File: src/rtl/sipo_deser.sv
// sipo_deser: serial-in, parallel-out deserializer with a one-word output buffer.
// Bits arrive LSB first, qualified by sin_valid. Each completed word is handed to
// a valid/ready consumer. A word that completes while the buffer is still held
// is dropped, and the sticky overrun flag records the loss.
module sipo_deser #(
  parameter int WIDTH = 10,
  parameter int CW    = $clog2(WIDTH)
) (
  input  logic             clk,
  input  logic             rst,
  input  logic             sin,
  input  logic             sin_valid,
  input  logic             clear,
  output logic [WIDTH-1:0] dout,
  output logic             dout_valid,
  input  logic             dout_ready,
  output logic [CW-1:0]    bit_cnt,
  output logic             overrun
);

  typedef enum logic {IDLE, SHIFT} rx_state_t;
  typedef enum logic {EMPTY, FULL} buf_state_t;

  localparam logic [CW-1:0] LAST = CW'(WIDTH - 1);

  rx_state_t        rx_state;
  buf_state_t       buf_state;
  logic [WIDTH-1:0] sr;
  logic [WIDTH-1:0] new_word;
  logic             complete;
  logic             load;
  logic             consume;

  // The completed word includes the bit being sampled on this edge. The buffer
  // takes it if the buffer is empty, or if the consumer drains the buffer on the same edge.
  always_comb begin
    new_word = {sin, sr[WIDTH-1:1]};
    complete = sin_valid && (bit_cnt == LAST);
    load     = complete && ((buf_state == EMPTY) || dout_ready);
    consume  = (buf_state == FULL) && dout_ready;
  end

  // Receive shifter, bit counter, output buffer and overrun flag, all held in one register stage.
  always_ff @(posedge clk or negedge rst) begin
    if (!rst) begin
      rx_state   <= IDLE;
      buf_state  <= EMPTY;
      sr         <= '0;
      bit_cnt    <= '0;
      dout       <= '0;
      dout_valid <= 1'b0;
      overrun    <= 1'b0;
    end else if (clear) begin
      rx_state   <= IDLE;
      buf_state  <= EMPTY;
      sr         <= '0;
      bit_cnt    <= '0;
      dout       <= '0;
      dout_valid <= 1'b0;
      overrun    <= 1'b0;
    end else begin
      if (sin_valid) begin
        sr <= new_word;
        if (rx_state == IDLE) begin
          bit_cnt  <= CW'(1);
          rx_state <= SHIFT;
        end else if (bit_cnt == LAST) begin
          bit_cnt  <= '0;
          rx_state <= IDLE;
        end else begin
          bit_cnt  <= bit_cnt + CW'(1);
          rx_state <= SHIFT;
        end
      end

      if (load) begin
        dout       <= new_word;
        dout_valid <= 1'b1;
        buf_state  <= FULL;
      end else if (consume) begin
        dout_valid <= 1'b0;
        buf_state  <= EMPTY;
      end

      if (complete && !load) begin
        overrun <= 1'b1;
      end
    end
  end

endmodule

File: config.mk
export PLATFORM = sky130hd
export DESIGN_NAME = sipo_deser
export DESIGN_NICKNAME = d
export VERILOG_FILES = /design/src/rtl/sipo_deser.sv
export SDC_FILE = /design/constraint.sdc
export NUM_CORES = 1
export LEC_CHECK = 0
export BUFFER_PORTS_ARGS = -buffer_cell sky130_fd_sc_hd__buf_2
export CAP_MARGIN = 0
export CORE_MARGIN = 4
export CORE_UTILIZATION = 48
export DETAILED_ROUTE_END_ITERATION = 10
export HOLD_SLACK_MARGIN = 0.03
export PLACE_DENSITY_LB_ADDON = 0.05
export SLEW_MARGIN = 40
export SYNTH_ARGS = -nofsm -noshare
export SYNTH_HDL_FRONTEND = slang
export SYNTH_SLANG_ARGS = --single-unit
File: constraint.sdc
create_clock -name clk -period 1.2 [get_ports clk]
set_clock_uncertainty 0.1 [all_clocks]
set_input_delay 0.06 -clock clk [delete_from_list [all_inputs] [get_ports clk]]
set_output_delay 0.06 -clock clk [all_outputs]
set_load 0.05 [all_outputs]
==> results.txt, run 1 <==
* Result of the run: finished, violations left
- The checks that failed: setup timing.
* Synthesized netlist net count: 122
- Ys Warns: 0
- Of the total synthesized cell area, the portion taken by XOR and XNOR cells is 0.
- Yosys mapped a number of flops with a built-in enable equal to 0.
* Setup TNS after final layout: -2.63 ns
* Vias in the first global route: 958
- Hold crit path type: input port to register
* Number of antenna repair diodes: 0
- Compound-gate portion of the synthesized area: 0.124
- Worst endpoint required time: 1.35 ns
* Least setup slack across all paths after layout: -0.202 ns
- Share of post-route cells with drive strength above 1: 0.400
- After synthesis, the largest family of logic cells by area is simple AND/OR/NAND/NOR gates.
- Leaving out fill and tap cells, the most frequent cell in the layout is dfrtp_1.
* Global-route wire length before repair: 4690 um
* TritonCTS Buffers: 3
- Die ar.: between 0.003 and 0.004 mm2
- After the last flow step, the layout net total stands at 159.
* Peak VDD IR: roughly 1.1 mV
* Top Family by Delay on Critical Path: flip-flops
- Worst Setup Path Type: register to register
- Setup repair after global routing could not meet its margin everywhere.
* Post-DR vias/cell: 5.60
- Buffer cell driving the clock tree root: clkbuf_4
- 1st-pass router iterations: 4
- Cell row count: 17
- The multi-input combinational cells in the finished layout cover a total of 551 um2.
- The finished layout holds 178 standard cells, fillers aside.
- Area fraction in and, or, nand and nor cells after synthesis: 0.175
* Final Cycle Share: 1.17
- For this run, the total global-route usage over all layers was measured as 0.181.
- For this configuration, the core starts out at a cell density of 0.518.
- The clock net in this run drives a total of 26 sinks.
- Buffers placed on the I/O ports in this run total 21.
- In the routed design, unresolved DRC markers number 0.
* Cells traversed along the worst timing path: buf_4, nand3_2, or3_1, a31oi_1
- Sequential cell area: approximately 660 um2
- The detailed router placed 996 vias in this run.
- Power spread over the standard cell area amounts to 922 mW/mm2.
* Placed Instance Area: 0.00138 mm2
- Number of antenna violations at the first check in global routing: 0
- At the end of routability-driven placement, the weighted congestion stood at 0.716.
- Number of distinct standard cells referenced by the synthesized netlist: 25
* Number of buffers on the longest clock path: 2
* Core area: 0.00228 mm2
- Top Ports: 22
- Total wire length: 2940 um
- After synthesis, the cell types taking the most area are dfrtp_1 55%, mux2i_1 7.6%, a21oi_1 6.4%.
* Count of mapped cells out of synthesis: 114
- TritonCTS built the clock tree.
* Slew Viols, Final: 0
- HPWL after DPL: 1690 um
- Actual transition at the worst max-transition pin: 0.592 ns
- Commonest register cell after synthesis: dfrtp_1
- Measured along the y axis, the die boundary spans roughly 58 um.
- Async set-or-reset flop fraction in the synthesized netlist: 1.00
* Number of filler cells placed in the layout: 168
- STA classifies the critical path endpoint as a register.
- Maximum clock rate: slightly above 700 MHz
- The library cells used most frequently in the layout, excluding fill and tap cells, are 21 x dfrtp_1, 16 x buf_2, 13 x a21oi_1, 12 x nor2_1.
- Netlist area before placement: ~0.0012 mm2
- Grt ovf: 0
* Avg Synthesized Cell Area: 10.3 um2
- Counting flops and latches in the post-synthesis netlist gives 26.
- The tool flagged a number of max-cap violations equal to 0.
* Adder and majority cell fraction of the synthesized area: 0.0212
- CTS built an H-tree with a depth of 1.
- Entering global routing, the biggest net connects 27 pins.
- CP Max Fanout: 4
- Cell Count Post-Placement: approximately 160
- Wire length per cell: around 17 um
- Remaining max-slew budget at the tightest pin: 0.606
- The slowest stage of the critical path is the dfrtp_2 cell.
- Share of the synthesized area in the top cell type: 0.552
- Together, buffers and inverters on the worst path number 1.
* Kind of start point of the critical path: register
- Layout overhead on the synthesized area: 37.6%
* Post-layout min period: ~1.4 ns
- The biggest area contributor in the post-synthesis netlist is dfrtp_1.
- Die width: roughly 58 um
* Worst endpoint data arrival time: 1.55 ns
- DR iter-0 viols: 19
* Delay of the slowest cell on the worst path: 0.46 ns
- The portion of synthesized area spent on multiplexers is 0.0764.
- For this design the static power due to leakage is 0.743 nW.
- Setup violations remaining at the end of the flow were counted as 20.
* Worst skew pair latency: 0.32 ns
- Clock input transition at the sequential cells of the worst setup and hold paths: 0.14 ns
- The finished cells cover approximately 0.0016 mm2.
- Share of synthesized area occupied by flip-flops and latches: 0.552
- In this run, post-CTS hold repair placed 4 buffers.
- The number of endpoints with negative hold slack in the final report came to 0.
- Antenna violation net count after detailed routing: 0
repair_timing:
item                                    CTS  global route
endpoints found under the setup margin   21            22
hold endpoints to repair                 31             1
buffers inserted                          3             2
gates resized for setup                  25             5
cloned                                    1             0
pin swaps                                 8             2
cell usage after synthesis, drive strengths merged (2+ instances only):
cell and number:
nand2b 4, dfrtp 26, ha 2, o21ai 10, nand3 11, a21oi 15, mux2i 9, inv 2
buf 5, nor2 12, clkbuf 4, nor2b 2, nand4b 2
through the flow:
stage / total power, W / hold WS [ns] / setup WS, ns / util
floorplan: 0.000981 / -0.336 / -0.273 / -
global placement: 0.00103 / -0.0174 / -0.206 / 0.607
detailed placement: 0.00103 / -0.00466 / -0.242 / 0.607
CTS: 0.00150 / 0.00993 / -0.163 / 0.698
global route: 0.00156 / 0.00722 / -0.287 / 0.712
finish: 0.00150 / 0.0243 / -0.202 / 0.712
power by group:
group	internal [W]	switching, W	leakage [nW]	total, W
Sequential	0.000887	0.0000112	0.352	0.000898
Combinational	0.0000672	0.0000871	0.370	0.000154
Clock	0.000186	0.000258	0.0210	0.000444
metal layers:
layer | share of wire | global-route usage | vias to the layer above
met4 | 0.012 | 0.0298 | 0
met2 | 0.45 | 0.263 | 33
met5 | 0 | 0 | -
met3 | 0.067 | 0.0475 | 4
li1 | - | - | 475
met1 | 0.47 | 0.276 | 484
path summary, 6_finish.rpt:
| kind | start | endpoint | slack [ns] | cells after the start |
|---|---|---|---|---|
| max in group asynchronous | rst | bit_cnt[0] | 0.42 | 2 |
| hold reg to reg | overrun | overrun | 0.41 | 2 |
| setup / recovery | bit_cnt[0] | bit_cnt[3] | -0.20 | 4 |
| hold / removal | dout_ready | overrun | 0.02 | 4 |
| setup reg to reg | bit_cnt[0] | bit_cnt[3] | -0.20 | 4 |
| min in group asynchronous | rst | bit_cnt[3] | 0.15 | 2 |
state kept, by name, summed over array words and instances (netlist names):
name / flops
bit_cnt: 4
buf_state: 1
dout: 10
overrun: 1
rx_state: 1
sr: 9
cell type report:
class                           instances  area share
Clock buffer                            4      0.0224
Inverter                                2     0.00463
Multi-Input combinational cell         78       0.340
Sequential cell                        26       0.405
Tap cell                               28      0.0216
Timing Repair Buffer                   40       0.207
tightest hold or removal path: cells and delay by family:
kind,cells,cell delay [ns]
AOI/OAI and AO/OA,1,0.13
buffers and inverters,1,0.09
and+or+nand+nor,2,0.13
cells by family (layout without fill, tap and decap cells):
family          after synthesis  after routing
mux                           9              9
flops                        26             26
buf+inv                      11             46
simple gates                 38             39
compound gates               28             28
fa+ha+maj                     2              2
Power figures use the tool's default switching activity.
==> inputs of run 2 (changes only) <==
CORE_ASPECT_RATIO = 0.6   (was default)
==> results.txt, run 2 (same netlist as run 1, synthesis figures left out) <==
- The flow ran to the end, but the final reports show violations.
* Violations in the final reports: setup timing
* Power per unit of standard cell area: 992 mW/mm2
* Height of the chip: ~46 um
- The number of antenna diodes in the final layout is 0.
- Total leakage power: 0.739 nW
* CP Max Fanout: 6
* Top Family by Delay on Critical Path: simple AND/OR/NAND/NOR gates
* Delay of the slowest cell on the worst path: between 0.4 and 0.5 ns
- Cell row count: 13
- Global-route wire length before repair: 4930 um
* Cells traversed along the worst timing path: inv_2, ha_4, and4b_2, nand3_1, a21oi_1
* Final hold violation count: 0
* Number of antenna violations at the first check in global routing: 0
- Maximum level of the CTS H-tree: 1
* Grt ovf: 0
- Total wire length: 3030 um
- Hold crit path type: input port to register
* Share of post-route cells with drive strength above 1: 0.463
- Finished layout cell area: 0.00163 mm2
- Placed Instance Area: 0.00138 mm2
- Relative to the synthesized area, the layout overhead comes to 37.9%.
- Wire length per cell: 17.1 um
- Maximum clock rate: 695 MHz
* Number of buffers on the longest clock path: 2
* Antenna violation net count after detailed routing: 0
- Number of I/O port buffers: 21
- Layout Nets: 156
- For this run, the total global-route usage over all layers was measured as 0.203.
* Worst skew pair latency: 0.27 ns
* Worst setup endpoint: dout[5]
- Post-layout min period: 1.44 ns
- Setup slack on the critical path of the routed design comes to -0.240 ns.
* 1st-pass router iterations: 4
- Routed vias: 983
* Post-DR vias/cell: 5.55
- Reg2reg end: dout[5]
- Clock-pin slew was measured on the worst setup and hold paths at 0.09 ns.
* Setup slack after placement: -0.264 ns
- Number of cells traversed by the worst register-to-register path: 5
- The setup check on the worst reg-to-reg path leaves a slack of -0.24 ns.
* Die width: approximately 72 um
* Kind of start point of the critical path: register
* Remaining max-slew budget at the tightest pin: 0.609
- Core area: 0.00224 mm2
* Worst Setup Path Type: register to register
- Largest net degree at the start of global routing: 27
- Leaving out fill and tap cells, the most frequent cell in the layout is dfrtp_1.
- TritonCTS Buffers: 3
* Sum of buffers and inverters on the critical path: 1
- For this configuration, the core starts out at a cell density of 0.525.
- After detailed routing, the number of remaining DRC violations is 0.
* Slew Viols, Final: 0
- The worst setup path is captured at a register.
- HPWL after DPL: 1940 um
* Top Ports: 22
* # Max-Cap Violations: 0
- CTS tree: built
* Largest registers ranked by flip-flop count: dout x10, sr x9, bit_cnt x4
- For the worst setup path, the data arrival time is about 1.5 ns.
- Of the available clock period, the critical path in the final layout requires 1.20.
- Worst path depth: 5
* Peak VDD IR: 0.835 mV
- The congestion estimate from routability-driven global placement came to 0.748.
- The top cell types in the final layout, fill and taps aside, are 21 x dfrtp_1, 17 x buf_2, 12 x nor2_1, 11 x a21oi_1, 10 x o21ai_2.
- In this run the critical register-to-register path is launched from bit_cnt[1].
- For the pin with the worst max-slew slack, the measured transition is 0.587 ns.
- Setup violations remaining at the end of the flow were counted as 19.
- Buffer cell driving the clock tree root: clkbuf_8
- Crit path max-delay cell type: dfrtp_2
* Worst endpoint required time: 1.30 ns
* Die ar.: around 0.0033 mm2
- Largest register FFs: 10
- Critical path launch point: bit_cnt[1]
- Top register by number of flip-flops: dout
- Counting every sink on the clock net gives 26.
* Unrepaired setup endpoints after global routing: true
* DR iter-0 viols: 73
- Adding up every negative setup slack in the final design gives -2.82 ns.
* Vias in the first global route: 911
run 2: cell count changes in the layout (fill, tap and decap cells not counted), sizes merged:
| cell | before | now |
|---|---|---|
| dlygate4sd3 | 4 | 2 |
| buf | 36 | 35 |
run 2: cell type report:
class                           count  area [um2]
Clock buffer                        4        55.1
Fill cell                         172         619
Inverter                            2        7.51
Multi-Input combinational cell     78         574
Sequential cell                    26         657
Tap cell                           30        37.5
Timing Repair Buffer               37         294
run 2: tightest hold or removal path, stage by stage:
cell and delay (ns):
buf_2 0.18, nand2b_1 0.13, a21oi_1 0.06
run 2: worst min-delay path by stage:
stage | start | endpoint | slack [ns] | cells after the start
floorplan | rst | bit_cnt[0] | -0.34 | 0
global placement | rst | dout[6] | -0.02 | 1
detailed placement | rst | dout[2] | -0.01 | 1
CTS | sin_valid | bit_cnt[1] | 0.08 | 3
global route | sin_valid | bit_cnt[2] | 0.11 | 3
finish | sin_valid | bit_cnt[1] | 0.09 | 3
run 2: metrics by stage:
stage	hold slack (ns)	util	total power, W	instances
2_1_floorplan	-0.336	-	0.000981	114
3_3_place_gp	-0.0183	0.616	0.00103	166
3_5_place_dp	-0.0115	0.616	0.00103	166
4_1_cts	0.0826	0.697	0.00160	176
5_1_grt	0.115	0.724	0.00168	177
6_report	0.0938	0.724	0.00161	177
run 2: timing repair:
item,in CTS,in global routing
buffers inserted,3,1
setup endpoints to repair,20,22
pin swaps,18,6
cloned,1,0
hold buffers,2,0
gates resized for setup,20,15
endpoints found under the hold margin,28,0
run 2: power breakdown:
group          switching, W  leakage, nW  internal, W
clock              0.000276       0.0288     0.000294
combinational     0.0000872        0.359    0.0000595
sequential        0.0000108        0.352     0.000886
run 2: layer usage:
metal / share of wire / vias up / track usage / wire, um
met4: 0.0059 / 0 / 0.0449 / 18
li1: - / 473 / - / -
met5: 0 / - / 0 / 0
met3: 0.070 / 2 / 0.0675 / 212
met1: 0.48 / 481 / 0.300 / 1450
met2: 0.45 / 27 / 0.288 / 1350
==> inputs of run 3 (changes only) <==
CORE_ASPECT_RATIO = default   (was 0.6)
CORE_UTILIZATION = 57   (was 48)
clock period = 1.7 ns   (was 1.2 ns; I/O delays follow)
==> results.txt, run 3 (same netlist as run 1, synthesis figures left out) <==
* Result of the run: complete, no violations
- Share of post-route cells with drive strength above 1: 0.207
- Worst skew pair latency: roughly 0.31 ns
* Crit path max-delay cell type: dfrtp_1
- Cell Count Post-Placement: approximately 160
* Number of remaining DRC errors: 0
- Grt ovf: 0
* Setup TNS after final layout: 0 ns
- The multi-input combinational cells in the finished layout cover a total of ~470 um2.
- Dividing the detail-routed wire length by the instance count gives about 14 um.
- Setup repair after global routing left no endpoint under its margin.
- Number of antenna violations at the first check in global routing: 0
- Largest register FFs: 10
* Layout Nets: 145
* Vias in the first global route: between 800 and 900
- TritonCTS built the clock tree.
- Cells traversed along the worst timing path: inv_1, ha_1, nand4b_1, buf_4, o21ai_0, a21oi_1
- Actual transition at the worst max-transition pin: 0.634 ns
- Number of buffers on the longest clock path: 2
- Commonest cells after routing, fill and taps aside: 26 x dfrtp_1, 21 x buf_2, 15 x a21oi_1, 12 x nor2_1, 11 x nand3_1
- STA classifies the critical path startpoint as a register.
- Buffer cell driving the clock tree root: clkbuf_4
* Total wire length: 2260 um
- Final hold violation count: 0
- In this run the top signal layer used is met4.
- The critical path contains buffers and inverters numbering 2 combined.
- The tree built by TritonCTS fans out to 26 sinks.
* Hold crit path type: input port to register
- Across all layers, the routed design uses 898 vias.
- Peak VDD IR: 0.555 mV
* Die ar.: 0.00286 mm2
- Along the worst path, the maximum fanout reaches 10.
- In the detailed route, the total length drawn on met3 is 108 um.
- The floorplan has 16 rows.
- The number of clock buffers added by TritonCTS is 3.
- Sequential cell area: 651 um2
- The first detailed-routing pass ran for 4 iterations.
- Top register by number of flip-flops: dout
* Die width: 53.5 um
- Core area: between 0.0015 and 0.002 mm2
* Fin util: 0.683
- Delay of the slowest cell on the worst path: 0.44 ns
- Nature of the critical path endpoint: register
- The count of cells in the finished layout, fillers not included, comes to between 150 and 200.
- # Max-Cap Violations: 0
* Largest net degree at the start of global routing: 27
- Global-route wire length before repair: approximately 4000 um
* HPWL after DPL: 1600 um
- Routability-driven placement finished with a final weighted congestion of 0.759.
- Wire segments on met2 add up to 1040 um in the final route.
* Post-layout min period: between 1 and 1.5 ns
- Data on the critical path arrives at its endpoint at 1.56 ns.
* Remaining max-slew budget at the tightest pin: 0.576
* Initial core utilization: 0.601
- During placement, the flow inserted port buffers numbering 21.
- Worst endpoint required time: between 1.5 and 2 ns
* Final setup violation count: 0
* Total leakage power: around 0.65 nW
- Top Ports: 22
- Met1 wire length: 1110 um
* Number of antenna repair diodes: 0
- Clock-pin slew was measured on the worst setup and hold paths at 0.12 ns.
* Leading cell type in the layout, fill and taps excluded: dfrtp_1
* Final Cycle Share: 0.871
- The largest registers in the layout are dout x10, sr x9, bit_cnt x4.
* Maximum clock rate: 676 MHz
* DR iter-0 viols: 20
- Slew Viols, Final: 0
- Number of filler cells placed in the layout: 176
- Top Family by Delay on Critical Path: flip-flops
* Layout overhead on the synthesized area: 13.7%
* Count of instances resized after the clock tree is built: 0
* Overall Global Routing Usage: 0.191
* Power per unit of standard cell area: 712 mW/mm2
* Height of the chip: 53.5 um
- The detail route stage leaves a number of antenna-violating nets equal to 0.
* Worst Setup Path Type: register to register
- CTS built an H-tree with a depth of 1.
* Post-DR vias/cell: 5.54
==> run 3: final cells by class <==
| cell class | instances | area share |
|---|---|---|
| multi-input cells | 77 | 0.349 |
| inverters | 2 | 0.00560 |
| repair buffers | 27 | 0.118 |
| clock buffers | 3 | 0.0168 |
| well taps | 27 | 0.0252 |
| flip-flops and latches | 26 | 0.486 |
==> run 3: worst register-to-register path, stage by stage (launching register included) <==
cell,delay (ns)
dfrtp_1,0.44
inv_1,0.07
ha_1,0.18
nand4b_1,0.12
buf_4,0.19
o21ai_0,0.17
a21oi_1,0.08
==> run 3: routing by layer <==
| layer | up-vias | GRT usage |
|---|---|---|
| li1 | 441 | - |
| met5 | - | 0 |
| met2 | 22 | 0.292 |
| met1 | 433 | 0.276 |
| met3 | 2 | 0.0254 |
| met4 | 0 | 0.0638 |
==> run 3: through the flow <==
step	area (um2)	power (W)	worst slack (ns)	hold WS [ns]
5_1_grt	1340	0.000996	0.0466	0.103
3_3_place_gp	1280	0.000716	0.107	0.00354
4_1_cts	1330	0.000964	0.0511	0.101
6_report	1340	0.000954	0.220	0.112
3_5_place_dp	1280	0.000718	0.0709	0.00355
2_1_floorplan	1180	0.000689	0.00147	-0.311
==> run 3: worst paths after layout <==
kind | endpoint | from | cells after the start | slack [ns]
max reg2reg | dout[6] | bit_cnt[1] | 6 | 0.22
max | dout[6] | bit_cnt[1] | 6 | 0.22
max in group asynchronous | overrun | rst | 2 | 0.95
min in group asynchronous | bit_cnt[2] | rst | 2 | 0.18
min reg2reg | overrun | overrun | 2 | 0.42
min | sr[5] | clear | 2 | 0.11
==> run 3: power breakdown <==
part           internal [W]  total [W]  switching [W]
clock             0.0000827   0.000244       0.000161
sequential         0.000625   0.000633     0.00000742
combinational     0.0000272  0.0000780      0.0000508
==> run 3: what timing repair did <==
action,CTS,global route
endpoints found under the hold margin,29,0
hold buffers,3,0
endpoints found under the setup margin,0,10
buffers inserted,0,1
